--- src/rtl/usb_buffer_pkg.sv ---
// Shared types and sizing for the USB endpoint byte buffer.
// Pure declarations: no logic, no latency, no flow control.
// Occupancy and pointer values carry one extra wrap bit above the array index.
package usb_buffer_pkg;

    localparam int BUF_DEPTH = 64;
    localparam int BUF_OCC_W = 7;

    typedef logic [7:0]           byte_t;
    typedef logic [BUF_OCC_W-1:0] occ_t;

    // Modulo-2^OCC_W distance; the wrap bit makes full and empty distinct.
    function automatic occ_t occ_diff(input occ_t wptr, input occ_t rptr);
        return wptr - rptr;
    endfunction

endpackage

--- src/rtl/buffer_ptr.sv ---
// Wrap-bit pointer with synchronous clear and increment.
// Latency: the new value is visible one cycle after i_inc or i_clr.
// No backpressure: the owner gates i_inc; i_clr has priority over i_inc.
module buffer_ptr
    import usb_buffer_pkg::*;
#(
    parameter int W = BUF_OCC_W
) (
    input  logic         clk,
    input  logic         n_rst,
    input  logic         i_clr,
    input  logic         i_inc,
    output logic [W-1:0] o_ptr
);

    logic [W-1:0] r_ptr;

    always_ff @(posedge clk or negedge n_rst) begin
        if (!n_rst) begin
            r_ptr <= '0;
        end else if (i_clr) begin
            r_ptr <= '0;
        end else if (i_inc) begin
            r_ptr <= r_ptr + W'(1);
        end
    end

    assign o_ptr = r_ptr;

endmodule

--- src/rtl/data_buffer.sv ---
// Endpoint byte FIFO shared by host bus and USB RX/TX packet engines; optional DATA_BUFFER_ERR_EN adds sticky overflow/underflow.
// Latency: a write appears at head/occupancy next cycle; head is show-ahead (combinational).
// Backpressure: none; writes at full (without a read) and reads at empty are dropped.
module data_buffer
    import usb_buffer_pkg::*;
#(
    parameter int DEPTH = BUF_DEPTH,
    parameter int OCC_W = BUF_OCC_W
) (
    input  logic             clk,
    input  logic             n_rst,
    input  logic             clear,
    input  logic             store_tx_data,
    input  byte_t            tx_data,
    input  logic             get_rx_data,
    output byte_t            rx_data,
    input  logic             store_rx_packet_data,
    input  byte_t            rx_packet_data,
    input  logic             get_tx_packet_data,
    output byte_t            tx_packet_data,
    output logic [OCC_W-1:0] buffer_occupancy
`ifdef DATA_BUFFER_ERR_EN
    ,
    output logic             overflow,
    output logic             underflow
`endif
);

    logic [OCC_W-1:0] w_wptr;
    logic [OCC_W-1:0] w_rptr;
    logic [OCC_W-1:0] w_occ;
    logic [OCC_W-2:0] w_widx;
    logic [OCC_W-2:0] w_ridx;
    logic             w_wr;
    logic             w_rd;
    logic             w_full;
    logic             w_empty;
    logic             w_do_wr;
    logic             w_do_rd;
    byte_t            w_wdat;
    byte_t            w_head;
    byte_t            r_mem [DEPTH];

    assign w_wr    = store_tx_data | store_rx_packet_data;
    assign w_rd    = get_rx_data | get_tx_packet_data;
    // The RX engine owns the write port when both producers strobe together.
    assign w_wdat  = store_rx_packet_data ? rx_packet_data : tx_data;

    assign w_occ   = occ_diff(w_wptr, w_rptr);
    assign w_full  = (w_occ == OCC_W'(DEPTH));
    assign w_empty = (w_occ == '0);
    assign w_widx  = w_wptr[OCC_W-2:0];
    assign w_ridx  = w_rptr[OCC_W-2:0];

    // At full a simultaneous pop frees the slot the write lands in.
    assign w_do_wr = w_wr & ~clear & (~w_full | w_rd);
    assign w_do_rd = w_rd & ~clear & ~w_empty;

    buffer_ptr #(.W(OCC_W)) u_wptr (
        .clk   (clk),
        .n_rst (n_rst),
        .i_clr (clear),
        .i_inc (w_do_wr),
        .o_ptr (w_wptr)
    );

    buffer_ptr #(.W(OCC_W)) u_rptr (
        .clk   (clk),
        .n_rst (n_rst),
        .i_clr (clear),
        .i_inc (w_do_rd),
        .o_ptr (w_rptr)
    );

    always_ff @(posedge clk) begin
        if (w_do_wr) begin
            r_mem[w_widx] <= w_wdat;
        end
    end

    // Forcing zero on empty also hides the unreset array contents.
    assign w_head           = w_empty ? 8'h00 : r_mem[w_ridx];
    assign rx_data          = w_head;
    assign tx_packet_data   = w_head;
    assign buffer_occupancy = w_occ;

`ifdef DATA_BUFFER_ERR_EN
    logic w_ovf_set;
    logic w_unf_set;
    logic r_overflow;
    logic r_underflow;

    assign w_ovf_set = (w_wr & w_full & ~w_rd) | (store_tx_data & store_rx_packet_data);
    assign w_unf_set = w_rd & ~w_wr & w_empty;

    always_ff @(posedge clk or negedge n_rst) begin
        if (!n_rst) begin
            r_overflow  <= 1'b0;
            r_underflow <= 1'b0;
        end else if (clear) begin
            r_overflow  <= 1'b0;
            r_underflow <= 1'b0;
        end else begin
            r_overflow  <= r_overflow  | w_ovf_set;
            r_underflow <= r_underflow | w_unf_set;
        end
    end

    assign overflow  = r_overflow;
    assign underflow = r_underflow;
`endif

endmodule
--- config.mk ---
export PLATFORM = sky130hd
export DESIGN_NAME = data_buffer
export DESIGN_NICKNAME = d
export VERILOG_FILES = /design/src/rtl/usb_buffer_pkg.sv /design/src/rtl/buffer_ptr.sv /design/src/rtl/data_buffer.sv
export SDC_FILE = /design/constraint.sdc
export NUM_CORES = 1
export LEC_CHECK = 0
export CAP_MARGIN = 20
export CORE_ASPECT_RATIO = 1.25
export CORE_MARGIN = 4
export CORE_UTILIZATION = 50
export CTS_BUF_LIST = sky130_fd_sc_hd__clkbuf_16
export DETAILED_ROUTE_END_ITERATION = 6
export PLACE_DENSITY = 0.66
export SLEW_MARGIN = 20
export SYNTH_ARGS = -nofsm -noshare
export SYNTH_HDL_FRONTEND = slang
export SYNTH_SLANG_ARGS = --single-unit
--- constraint.sdc ---
create_clock -name clk -period 4.8 [get_ports clk]
set_clock_uncertainty 0.1 [all_clocks]
set_input_delay 0.96 -clock clk [delete_from_list [all_inputs] [get_ports clk]]
set_output_delay 0.96 -clock clk [all_outputs]
set_load 0.01 [all_outputs]
==> impl_metrics.yaml <==
status:
  status: "finished clean"
logic_synthesis:
  ys_ff_latch: 526
  syn_nets: 1129
  synth.avg_cell_area_um2: 19.3
  ys_warn_count: 0
  synth.cell_area_um2: 21200
  ys.flop_type: "edfxtp_1"
  syn-instance-count: 1097
  postSynth.asyncResetShare_pct: 2.66
  ys_seq_area_share_pct: 74.1
  ys_types: 67
  synth_edf_count: 512
worst_setup_path:
  path_class: "reg2out"
  cp_max_fo: 6
  r2r_slack_ns: 0.99
  worstPathBufferInverterCount: 4
  cp-start-kind: "flip-flop"
  rr_startpoint: "u_rptr.o_ptr[5]"
  cp_slowest_cell: "clkdlybuf4s50_1"
  r2r_end: "r_mem[63][3]"
  required_ns: 3.74
  cp_slowest_stage_delay_ns: 0.47
  reg2reg_depth: 10
  worstPathArrival_ns: 3.66
  crit_chain: "inv_1 -> ha_1 -> nor3b_1 -> a311oi_2 -> o311ai_2 -> a2111oi_4 -> buf_6 -> a221oi_1 -> buf_4 -> clkdlybuf4s50_1"
  path_delay_family: "buffers and inverters"
  cp-end-kind: "primary output"
grt:
  grt_pass1_wl_um: 74800
  antenna_found_initial: 2
  grt_usage_pct: 22.5
  grt_max_degree: 65
  grt_overflow: 0
  grt_pass1_vias: 11326
floorplanning:
  initial_core_util_pct: 50.5
  die_x_um: 192
  num_rows: 84
  io_pins: 46
  core_um2: 42000
  dieArea_um2: 45800
  dieHeight_um: 238
clock_network:
  cts_tree: "done"
  cts_root_buffer: "clkbuf_16"
  cts.sink_count: 526
  postCtsHoldBufs: 0
  clockBufferDepth: 3
  clk_pin_slew_ns: 0.07
  cts_made_buffers: 47
  cts_htree_levels: 2
  clk_latency_ns: 0.56
routing:
  drtPass1Iterations: 5
  drt-initial-drc-count: 1307
  viasPerCell: 6.08
  drc: 0
  post_drt_wl_per_cell_um: 28.0
  antenna_left: 0
  wl_um: 51400
  vias: 11171
sta:
  rsz0062_at_grt: "yes"
  finalCriticalPeriod_ns: 4.72
  finalHoldViolations: 0
  slew-limit-headroom_pct: 38.4
  drv_slew: 0
  finalSetupViolCount: 0
  tightest_slew_ns: 0.920
  fmax_ghz: 0.212
  final.period_utilization_pct: 98.2
  tns_ns: 0
  setup_ws_ns: 0.0841
worst_hold_path:
  min_path_type: "reg2reg"
  min-delay-start: "u_rptr.o_ptr[6]"
  hold_depth: 2
  min_to: "u_rptr.o_ptr[6]"
layout:
  multi_input_comb_area_um2: 5120
  post-route-util_pct: 58.4
  final.fill_count: 3083
  syn2layout_area_growth_pct: 15.7
  drive_above_1_share_pct: 26.2
  nNetsFinal: 1273
  diodes: 0
  regArea_um2: 15700
  final_cells: 1836
placement:
  pre_cts_slack_ns: 0.361
  gp_congestion: 0.866
  dp_hpwl_um: 32000
  placed_cells: 1743
  portBuffers: 45
pwr:
  vdd_drop_max_mv: 0.364
  leakagePower_nw: 8.00
  p_per_area_nw_per_um2: 468
run:
  cap_violations: 0
through the flow:
| step | instance area, um^2 | hold slack, ns | total power, mW |
|---|---|---|---|
| after floorplan | 21200 | 0.430 | 6.92 |
| after global placement | 22900 | 0.448 | 7.79 |
| after detailed placement | 22900 | 0.458 | 7.80 |
| after CTS | 24400 | 0.469 | 11.5 |
| after global routing | 24500 | 0.508 | 11.9 |
| final | 24500 | 0.469 | 11.5 |
flip-flops by register name (all words and copies together), names as in the netlist:
signal,cells
u_wptr.o_ptr,7
r_mem,512
u_rptr.o_ptr,7
logic make-up (layout without fill, tap and decap cells):
logic type	count (synthesis)	after routing	synth area share [%]
flip-flops	526	526	74.1
AND/OR/NAND/NOR	203	203	4.38
multiplexers	172	172	15.0
AO/OA/AOI/OAI	98	98	3.43
buffers and inverters	79	259	2.06
XOR/XNOR	10	10	0.413
adder cells (fa/ha/maj)	9	9	0.566
how the worst max path moves through the flow:
stage,startpoint,endpoint,slack (ns),cells past startpoint
2_1_floorplan,u_rptr.o_ptr[3],tx_packet_data[3],0.73,11
3_3_place_gp,u_wptr.o_ptr[0],rx_data[1],0.47,11
3_5_place_dp,u_wptr.o_ptr[0],rx_data[1],0.36,11
4_1_cts,u_wptr.o_ptr[0],rx_data[3],0.005,12
5_1_grt,u_rptr.o_ptr[5],rx_data[3],-0.01,10
6_report,u_rptr.o_ptr[5],rx_data[3],0.08,10
where the power goes:
| part | switching, mW | internal, mW |
|---|---|---|
| registers | 0.0252 | 5.10 |
| logic | 1.40 | 1.26 |
| clock network | 1.59 | 2.11 |
layout make-up:
class	instances	area share [%]
flip-flops and latches	526	64.1
well taps	559	2.85
inverters	12	0.183
multi-input cells	492	20.9
clock buffers	49	5.00
repair buffers	162	5.86
clock inverters	36	1.16
placed cells by master, fill, tap and decap left out, types with 6 or more instances in the layout:
master and count:
clkinv_1 12, a221oi_1 18, o21ai_0 19, o21ai_1 7, a22oi_1 9, clkbuf_16 50, mux4_2 114, mux2i_1 43
nand3_1 18, a21oi_1 11, clkdlybuf4s50_1 43, inv_1 19, nor3_1 8, nor2b_1 6, ha_1 8, dfrtp_1 11
xnor2_1 7, mux2_2 11, nand2_1 26, nor2_1 106, buf_4 107, edfxtp_1 512, clkinv_2 8
metal layers:
metal | up-vias | GRT usage (%) | part of all wire, %
li1 | 4752 | - | -
met1 | 5790 | 30.3 | 38
met2 | 508 | 37.8 | 51
met3 | 119 | 3.51 | 7.0
met4 | 2 | 7.59 | 3.6
met5 | - | 0 | 0.019
worst min-delay path, delay by kind of cell, from the launching register on:
kind	cells	cell delay, ns
flops	1	0.38
xor+xnor	1	0.12
simple gates	1	0.04
Yosys cell counts, drive strengths merged, types with 4 or more instances:
library cell / n / area, um^2
a2111oi: 4 / 41.3
a21oi: 12 / 63.8
a221oi: 18 / 158
a22oi: 9 / 67.6
a311oi: 4 / 41.3
a31oi: 5 / 46.3
buf: 45 / 309
clkbuf: 22 / 82.6
dfrtp: 14 / 350
edfxtp: 512 / 15400
ha: 8 / 100
inv: 11 / 41.3
mux2: 13 / 150
mux2i: 44 / 440
mux4: 115 / 2590
nand2: 26 / 97.6
nand2b: 5 / 31.3
nand3: 19 / 100
nor2: 109 / 412
nor2b: 6 / 37.5
nor3: 11 / 66.3
nor4: 4 / 25.0
o21ai: 26 / 130
o221ai: 5 / 43.8
xnor2: 8 / 70.1
what timing repair did:
action / in CTS / in global routing
gates cloned: 0 / 2
pin swaps: 0 / 1
buffers inserted: 0 / 6
gates resized for setup: 7 / 14
endpoints found under the setup margin: 12 / 16
Power figures use the tool's default switching activity.
